$ cat config.mk
export PLATFORM = sky130hd
export DESIGN_NAME = data_mem_lsu
export DESIGN_NICKNAME = d
export VERILOG_FILES = /design/src/rtl/lsu_pkg.sv /design/src/rtl/lsu_load_extend.sv /design/src/rtl/data_mem_lsu.sv
export SDC_FILE = /design/constraint.sdc
export NUM_CORES = 1
export LEC_CHECK = 0
export ABC_AREA = 1
export CAP_MARGIN = 40
export CORE_MARGIN = 2
export CORE_UTILIZATION = 30
export DETAILED_ROUTE_END_ITERATION = 16
export PLACE_DENSITY = 0.64
export SLEW_MARGIN = 10
export SYNTH_ARGS = -nofsm -noshare
export SYNTH_HDL_FRONTEND = slang
export SYNTH_HIERARCHICAL = 1
export SYNTH_SLANG_ARGS = --single-unit
$ cat constraint.sdc
create_clock -name clk -period 3 [get_ports clk]
set_input_delay 0.45 -clock clk [delete_from_list [all_inputs] [get_ports clk]]
set_output_delay 0.45 -clock clk [all_outputs]
set_load 0.01 [all_outputs]
$ cat src/rtl/lsu_pkg.sv
// Shared types and constants for the data-memory load/store unit.
// Size encodings match the pipeline's req_size field.
package lsu_pkg;

    typedef enum logic [1:0] {
        SZ_B    = 2'd0,
        SZ_H    = 2'd1,
        SZ_W    = 2'd2,
        SZ_RSVD = 2'd3
    } lsu_size_t;

    typedef enum logic [1:0] {
        IDLE      = 2'd0,
        LOAD_WAIT = 2'd1,
        STORE     = 2'd2,
        RESP      = 2'd3
    } lsu_state_t;

    localparam logic [3:0] WR_NONE = 4'b0000;
    localparam logic [3:0] WR_B    = 4'b0001;
    localparam logic [3:0] WR_H    = 4'b0011;
    localparam logic [3:0] WR_W    = 4'b1111;

    // Lanes are always filled from lane 0 upward; the address never rotates them.
    function automatic logic [3:0] lane_mask(input lsu_size_t size);
        logic [3:0] mask;
        case (size)
            SZ_B:    mask = WR_B;
            SZ_H:    mask = WR_H;
            SZ_W:    mask = WR_W;
            default: mask = WR_NONE;
        endcase
        return mask;
    endfunction

endpackage

$ cat src/rtl/lsu_load_extend.sv
// Combinational load-data extension: selects byte/half/word from lane 0 upward
// and sign- or zero-extends to 32 bits.
module lsu_load_extend
    import lsu_pkg::*;
(
    input  lsu_size_t   size,
    input  logic        is_unsigned,
    input  logic [31:0] rdata,
    output logic [31:0] result
);

    logic sign_s;

    // Extend the selected low-order field of the memory word.
    always_comb begin
        result = 32'd0;
        sign_s = 1'b0;
        case (size)
            SZ_B: begin
                sign_s = rdata[7] & ~is_unsigned;
                result = {{24{sign_s}}, rdata[7:0]};
            end
            SZ_H: begin
                sign_s = rdata[15] & ~is_unsigned;
                result = {{16{sign_s}}, rdata[15:0]};
            end
            SZ_W: begin
                sign_s = 1'b0;
                result = rdata;
            end
            default: begin
                sign_s = 1'b0;
                result = 32'd0;
            end
        endcase
    end

endmodule

$ cat src/rtl/data_mem_lsu.sv
// Load/store unit between the MEM stage and the 4-lane byte-banked data memory:
// one request per handshake, registered memory strobes, read-latency sequencing.
module data_mem_lsu
    import lsu_pkg::*;
#(
    parameter int ADDR_BITS    = 16,
    parameter int RD_LAT       = 1,
    parameter int STRICT_ALIGN = 1
) (
    input  logic        clk,
    input  logic        rst_n,
    input  logic        req_valid,
    output logic        req_ready,
    input  logic        req_we,
    input  logic [1:0]  req_size,
    input  logic        req_unsigned,
    input  logic [31:0] req_addr,
    input  logic [31:0] req_wdata,
    output logic        resp_valid,
    output logic        resp_err,
    output logic [31:0] resp_rdata,
    output logic [31:0] mem_raddr,
    output logic [31:0] mem_waddr,
    output logic [31:0] mem_wdata,
    output logic [3:0]  mem_wr,
    input  logic [31:0] mem_rdata
);

    localparam int CNT_W = $clog2(RD_LAT + 1);

    lsu_state_t         state_r;
    logic [CNT_W-1:0]   cnt_r;
    lsu_size_t          size_r;
    logic               uns_r;
    logic               resp_valid_r;
    logic               resp_err_r;
    logic [31:0]        resp_rdata_r;
    logic [31:0]        mem_raddr_r;
    logic [31:0]        mem_waddr_r;
    logic [31:0]        mem_wdata_r;
    logic [3:0]         mem_wr_r;

    lsu_size_t          req_size_s;
    logic               range_err_s;
    logic               align_err_s;
    logic               fault_s;
    logic               accept_s;
    logic [31:0]        ext_s;

    assign req_size_s = lsu_size_t'(req_size);
    assign req_ready  = (state_r == IDLE) || (state_r == RESP);
    assign accept_s   = req_valid && req_ready;

    // Classify a request as faulting: out of range, reserved size, or misaligned.
    always_comb begin
        range_err_s = (req_addr >> ADDR_BITS) != 32'd0;
        align_err_s = 1'b0;
        if (STRICT_ALIGN != 0) begin
            case (req_size_s)
                SZ_H:    align_err_s = req_addr[0];
                SZ_W:    align_err_s = req_addr[1:0] != 2'b00;
                default: align_err_s = 1'b0;
            endcase
        end else begin
            align_err_s = 1'b0;
        end
        fault_s = range_err_s || align_err_s || (req_size_s == SZ_RSVD);
    end

    lsu_load_extend u_extend (
        .size        (size_r),
        .is_unsigned (uns_r),
        .rdata       (mem_rdata),
        .result      (ext_s)
    );

    // Request FSM, read-latency counter and all registered outputs.
    always_ff @(posedge clk) begin
        if (!rst_n) begin
            state_r      <= IDLE;
            cnt_r        <= '0;
            size_r       <= SZ_B;
            uns_r        <= 1'b0;
            resp_valid_r <= 1'b0;
            resp_err_r   <= 1'b0;
            resp_rdata_r <= 32'd0;
            mem_raddr_r  <= 32'd0;
            mem_waddr_r  <= 32'd0;
            mem_wdata_r  <= 32'd0;
            mem_wr_r     <= WR_NONE;
        end else begin
            // Response and write strobes are single-cycle pulses by default.
            resp_valid_r <= 1'b0;
            resp_err_r   <= 1'b0;
            resp_rdata_r <= 32'd0;
            mem_wr_r     <= WR_NONE;
            case (state_r)
                IDLE, RESP: begin
                    if (accept_s) begin
                        if (fault_s) begin
                            state_r      <= RESP;
                            resp_valid_r <= 1'b1;
                            resp_err_r   <= 1'b1;
                        end else if (req_we) begin
                            state_r     <= STORE;
                            mem_waddr_r <= req_addr;
                            mem_wdata_r <= req_wdata;
                            mem_wr_r    <= lane_mask(req_size_s);
                        end else begin
                            state_r     <= LOAD_WAIT;
                            mem_raddr_r <= req_addr;
                            cnt_r       <= CNT_W'(RD_LAT);
                            size_r      <= req_size_s;
                            uns_r       <= req_unsigned;
                        end
                    end else begin
                        state_r <= IDLE;
                    end
                end
                STORE: begin
                    state_r      <= RESP;
                    resp_valid_r <= 1'b1;
                end
                LOAD_WAIT: begin
                    if (cnt_r == '0) begin
                        state_r      <= RESP;
                        resp_valid_r <= 1'b1;
                        resp_rdata_r <= ext_s;
                    end else begin
                        cnt_r <= cnt_r - CNT_W'(1);
                    end
                end
                default: begin
                    state_r <= IDLE;
                end
            endcase
        end
    end

    assign resp_valid = resp_valid_r;
    assign resp_err   = resp_err_r;
    assign resp_rdata = resp_rdata_r;
    assign mem_raddr  = mem_raddr_r;
    assign mem_waddr  = mem_waddr_r;
    assign mem_wdata  = mem_wdata_r;
    assign mem_wr     = mem_wr_r;

endmodule
Yosys cells after proc, flatten, opt, wreduce, memory -nomap -nowiden:

Index checks and enable logic that the tools add are counted.

* logic and storage cells: 67
* input port bits: 103
* register bits after elaboration: 140

* eq/ne operators: 12
* add/sub/neg operators: 1
* bitwise gates (word level): 9
* mux-type cells: 17
* reduce and logical (&&, ||, !) cells: 17

Operator list (count)
* 32-bit case mux with 3 select lines: 1
* 32-bit nonzero test: 1
* 4-bit case mux with 3 select lines: 1
* 4-bit AND reduction: 3
* 2-bit equality test (second input constant): 5
* 2-bit 2-to-1 mux: 4
* 2-bit inequality test (second input constant): 4
* 1-bit 2-to-1 mux: 7
* 1-bit inverter: 7
* 2-bit by 1-bit equality test with 1-bit output (second input constant): 3
* 2-bit logical NOT: 3
* 2-bit case mux with 3 select lines: 1
* 5-bit OR reduction: 1
* 1-bit case mux with 2 select lines: 2
* 2-bit nonzero test: 2
* 1-bit logical OR: 3
* 1-bit case mux with 3 select lines: 1
* 3-bit OR reduction: 1
* 1-bit AND: 2
* 2-bit AND reduction: 1
* 2-bit OR reduction: 1
* 1-bit logical AND: 1
* 1-bit subtractor (second input constant): 1

Depth between registers and ports, before layout:

* depth in word-level cells: 7
* mapped depth: 12
* mapped depth without buffers: 11

Hierarchy:

The synthesis kept the hierarchy.

Modules (own cells, without submodules)
* data_mem_lsu: cells each 579, instances 1, area an instance 4822.1 µm²
* lsu_load_extend: cells each 82, instances 1, area an instance 490.5 µm²

Worst setup path before layout:

Ideal clock, no wire load.

* path type: input to register
* start point: in req_size[0]
* end point: reg mem_waddr_r[0], in the netlist mem_waddr[0]
* arrival time: 1.655 ns
* path slack: 1.212 ns
* data required time: 2.868 ns
* path buffers: 2
* stages on the path: 11
* path through: inv_1 ha_1 nor2_1 nand2_1 nand2_1 nor2_4 nand3_2 buf_2 buf_2 nand2_1 a21oi_1

* word-level cells in the longest chain between the ends: 6
* elaborated cells on any way between the ends: 8
* those cells by class: 3 x eq/ne; 1 x mux; 1 x bitwise; 3 x reduce/logical

Ends and longest elaborated chain
* start, declared: RTL line data_mem_lsu.sv:15 `input logic [1:0] req_size,`
* 2-bit equality test / 2-bit by 1-bit equality test with 1-bit output (equally long branches): RTL line data_mem_lsu.sv:59 `case (req_size_s)`
* 1-bit case mux with 2 select lines: RTL line data_mem_lsu.sv:59
* 1-bit logical OR: RTL line data_mem_lsu.sv:67 `fault_s = range_err_s || align_err_s || (req_size_s == SZ_RSVD);`
* 1-bit logical OR (*): RTL line data_mem_lsu.sv:67
* 1-bit inverter (no source line) (*)
* 4-bit AND reduction (no source line) (*)
* end signal, assigned: RTL line data_mem_lsu.sv:106 `mem_waddr_r <= req_addr;`
* end, declared: RTL line data_mem_lsu.sv:39 `logic [31:0] mem_waddr_r;`

Mark *: on every way between the ends. The rest lies on a longest branch, timed or not.
A chain may end at the register's enable or synchronous reset.

Final worst setup path:

* start point: in req_size[0]
* end point: reg size_r[1]

* word-level cells in the longest chain between the ends: 6
* elaborated cells on any way between the ends: 8
* those cells by class: 3 x eq/ne; 1 x mux; 1 x bitwise; 3 x reduce/logical

Ends and longest elaborated chain
* 2-bit equality test / 2-bit by 1-bit equality test with 1-bit output (equally long branches): RTL line data_mem_lsu.sv:59
* 1-bit case mux with 2 select lines: RTL line data_mem_lsu.sv:59
* 1-bit logical OR: RTL line data_mem_lsu.sv:67
* 1-bit logical OR (*): RTL line data_mem_lsu.sv:67
* 1-bit inverter (no source line) (*)
* 4-bit AND reduction (no source line) (*)
* end signal, assigned: RTL line data_mem_lsu.sv:113 `size_r <= req_size_s;`
* end, declared: RTL line data_mem_lsu.sv:33 `lsu_size_t size_r;`

Marks and branches as above.

==> flow_metrics.env <==
export IMPL_status="completed"
export IMPL_synth_area_um2=5310
export IMPL_max_slew_margin_rel_pct=45.0
export IMPL_slowest_delay_ps=580
export IMPL_postSynthNetCount=771
export IMPL_skew_ps=6.88
export IMPL_power_frac_seq_pct=41.9
export IMPL_setup_viol=0
export IMPL_viasPerCell=4.60
export IMPL_cts_hold_buf=0
export IMPL_ys_types=25
export IMPL_crit_type="primary input to flop"
export IMPL_ys_warn_count=6
export IMPL_wl_per_cell_um=14.5
export IMPL_combPwrFrac_pct=8.2
export IMPL_synth_top_cell_by_area="dfxtp_1"
export IMPL_hold_class="flop to flop"
export IMPL_synth_edf_count=0
export IMPL_antenna_cells=0
export IMPL_fin_tns_setup_ps=0
export IMPL_async_flop_share_pct=0
export IMPL_end_kind="flop"
export IMPL_period_needed_ps=2290
export IMPL_fin_crit_sh_pct=76.3
export IMPL_pin_count=238
export IMPL_cts_htree_levels=4
export IMPL_die_area_um2=18800
export IMPL_internal_power_w=0.00340
export IMPL_p_leak_nw=3.21
export IMPL_antenna_left=0
export IMPL_vias=5124
export IMPL_max_freq_ghz=0.437
export IMPL_track_usage_pct=16.8
export IMPL_clock_path_buffers=2
export IMPL_vdd_drop_max_mv=0.376
export IMPL_yosys_top_cells_count="dfxtp_1 (139), nand2_1 (118), nor2_1 (86), a21oi_1 (71), nand4_1 (67)"
export IMPL_core_area_um2=17300
export IMPL_grt_start_max_net_pins=75
export IMPL_antenna_found_initial=0
export IMPL_hold_viol=0
export IMPL_grt_pass1_wl_um=24900
export IMPL_slew_violations=0
export IMPL_ys_seq_area_share_pct=52.4
export IMPL_syn_avg_cell_area_um2=8.04
export IMPL_fin_util_pct=48.8
export IMPL_worstPathArrival_ps=2560
export IMPL_fin_nets=986
export IMPL_grt_pass1_vias=4863
export IMPL_required_ps=3270
export IMPL_drt_iter0_markers=221
export IMPL_drv_cap=0
export IMPL_synthesis_instances=661
export IMPL_yosysMostFrequentCell="dfxtp_1"
export IMPL_yosys_most_used_dff="dfxtp_1"
export IMPL_drive_gt1_share_pct=8.89
export IMPL_worstPathCellList="clkdlybuf4s50_1 -> inv_1 -> ha_1 -> nor2_1 -> nand2_1 -> nand2_1 -> nor2_4 -> nand3_2 -> buf_12 -> nand2_1 -> a21oi_1"
export IMPL_drt_wl_total_um=16100
export IMPL_start_kind="primary input"
export IMPL_firstDrtPassIters=4
export IMPL_root_buffer="clkbuf_16"
export IMPL_area_delta_synth_final_pct=58.9
export IMPL_cts_resized=0
export IMPL_die_x_um=137
export IMPL_slowest_stage="clkdlybuf4s50_1"
export IMPL_drc=0
export IMPL_rsz0062_at_grt="false"
export IMPL_clk_pin_slew_ps=70
export IMPL_switching_share_pct=24.0
export IMPL_netlist_area_leader_share_pct=52.4
export IMPL_cpMostUsedCell="nand2_1"
export IMPL_portBuffers=237
export IMPL_power_share_clock_pct=50.0
export IMPL_synth_area_leaders="dfxtp_1 (52%), nand2_1 (8.3%), nand4_1 (7.9%)"
export IMPL_dpl_hpwl_um=10800
export IMPL_cts_sinks=139
export IMPL_start_util_pct=30.7
export IMPL_power_switching_w=0.00108
export IMPL_gp_congestion=0.743
export IMPL_postCtsSetupBuffers=0
export IMPL_placementRows=48
export IMPL_die_h_um=137
export IMPL_grt_overflow_total=0
export IMPL_worstPathMaxFanout=23
export IMPL_cts_buffers_inserted=17
export IMPL_clkLatencyLatePin_ps=420
export IMPL_ys_ff_latch=139
export IMPL_power_density_nw_per_um2=530
export IMPL_cts_tree="built"
export IMPL_worst_pin_slew_ps=825
==> worst max-delay path: cells and delay by family <==
family,cells,cell delay [ps]
compound gates,1,70
fa+ha+maj,1,320
buf+inv,3,950
simple gates,6,760
==> placed cells by master (no fill, tap or decap), drive strengths merged <==
master         count
nor3               4
a21oi             71
buf               13
dfxtp            139
clkdlybuf4s50    236
or2                1
o21ai              3
nor3b              1
inv               63
clkinv             4
o21bai             1
nand3             42
nor2              88
ha                 7
nand4             67
nand2            129
clkbuf            17
bufinv             3
==> kinds of logic (layout without fill, tap and decap cells) <==
kind of cell	count (synthesis)	count (layout)	synth area share (%)
buf+inv	108	336	8.64
simple gates	332	332	30.2
compound gates	75	75	7.11
fa+ha+maj	7	7	1.65
flops	139	139	52.4
==> final cells by class <==
| type | instances | area, µm² |
|---|---|---|
| Clock inverter | 15 | 204 |
| Inverter | 55 | 208 |
| Timing Repair Buffer | 249 | 2470 |
| Sequential cell | 139 | 2780 |
| Clock buffer | 17 | 425 |
| Multi-Input combinational cell | 414 | 2070 |
| Tap cell | 225 | 282 |
| Fill cell | 1706 | 8850 |
==> metal layers <==
layer	global-route usage [%]	up-vias	routed length, µm
met3	6.15	17	1320
li1	-	2596	-
met1	21.6	2331	7470
met5	0	-	0
met4	5.44	0	214
met2	26.3	180	7100
==> sequential cells by signal, indices dropped and copies added, names as in the netlist <==
register	cells
mem_wdata	32
uns_r	1
mem_wr	3
mem_raddr	32
size_r	2
cnt_r	1
resp_valid	1
resp_rdata	32
resp_err	1
state_r	2
mem_waddr	32
==> power by group through the flow <==
| stage | Clock (W) | Sequential (W) | Combinational, W |
|---|---|---|---|
| finish | 0.00224 | 0.00187 | 0.000365 |
| global route | 0.00237 | 0.00188 | 0.000401 |
| CTS | 0.00230 | 0.00187 | 0.000369 |
| detailed placement | 0 | 0.00192 | 0.000367 |
| global placement | 0 | 0.00192 | 0.000369 |
| floorplan | 0 | 0.00193 | 0.000133 |
==> stage by stage <==
step           total power [W]  hold slack (ps)  cell area, µm²  worst slack, ps  std cells
4_1_cts                0.00454              438            8440              695       1114
6_report               0.00448              436            8440              712       1114
5_1_grt                0.00465              455            8440              487       1114
3_5_place_dp           0.00228              427            7810              254       1082
3_3_place_gp           0.00228              424            7810              348       1082
2_1_floorplan          0.00206              454            5310             1210        661
==> final timing paths <==
kind | from | end | slack [ps] | cells after the start
worst min-delay path | mem_raddr[16] | mem_raddr[16] | 440 | 2
worst max-delay path | req_size[0] | size_r[1] | 710 | 11
worst max register to register | state_r[0] | mem_wdata[11] | 1030 | 9
worst min register to register | mem_raddr[16] | mem_raddr[16] | 440 | 2
Note: power is estimated with default switching activity, not from simulation.
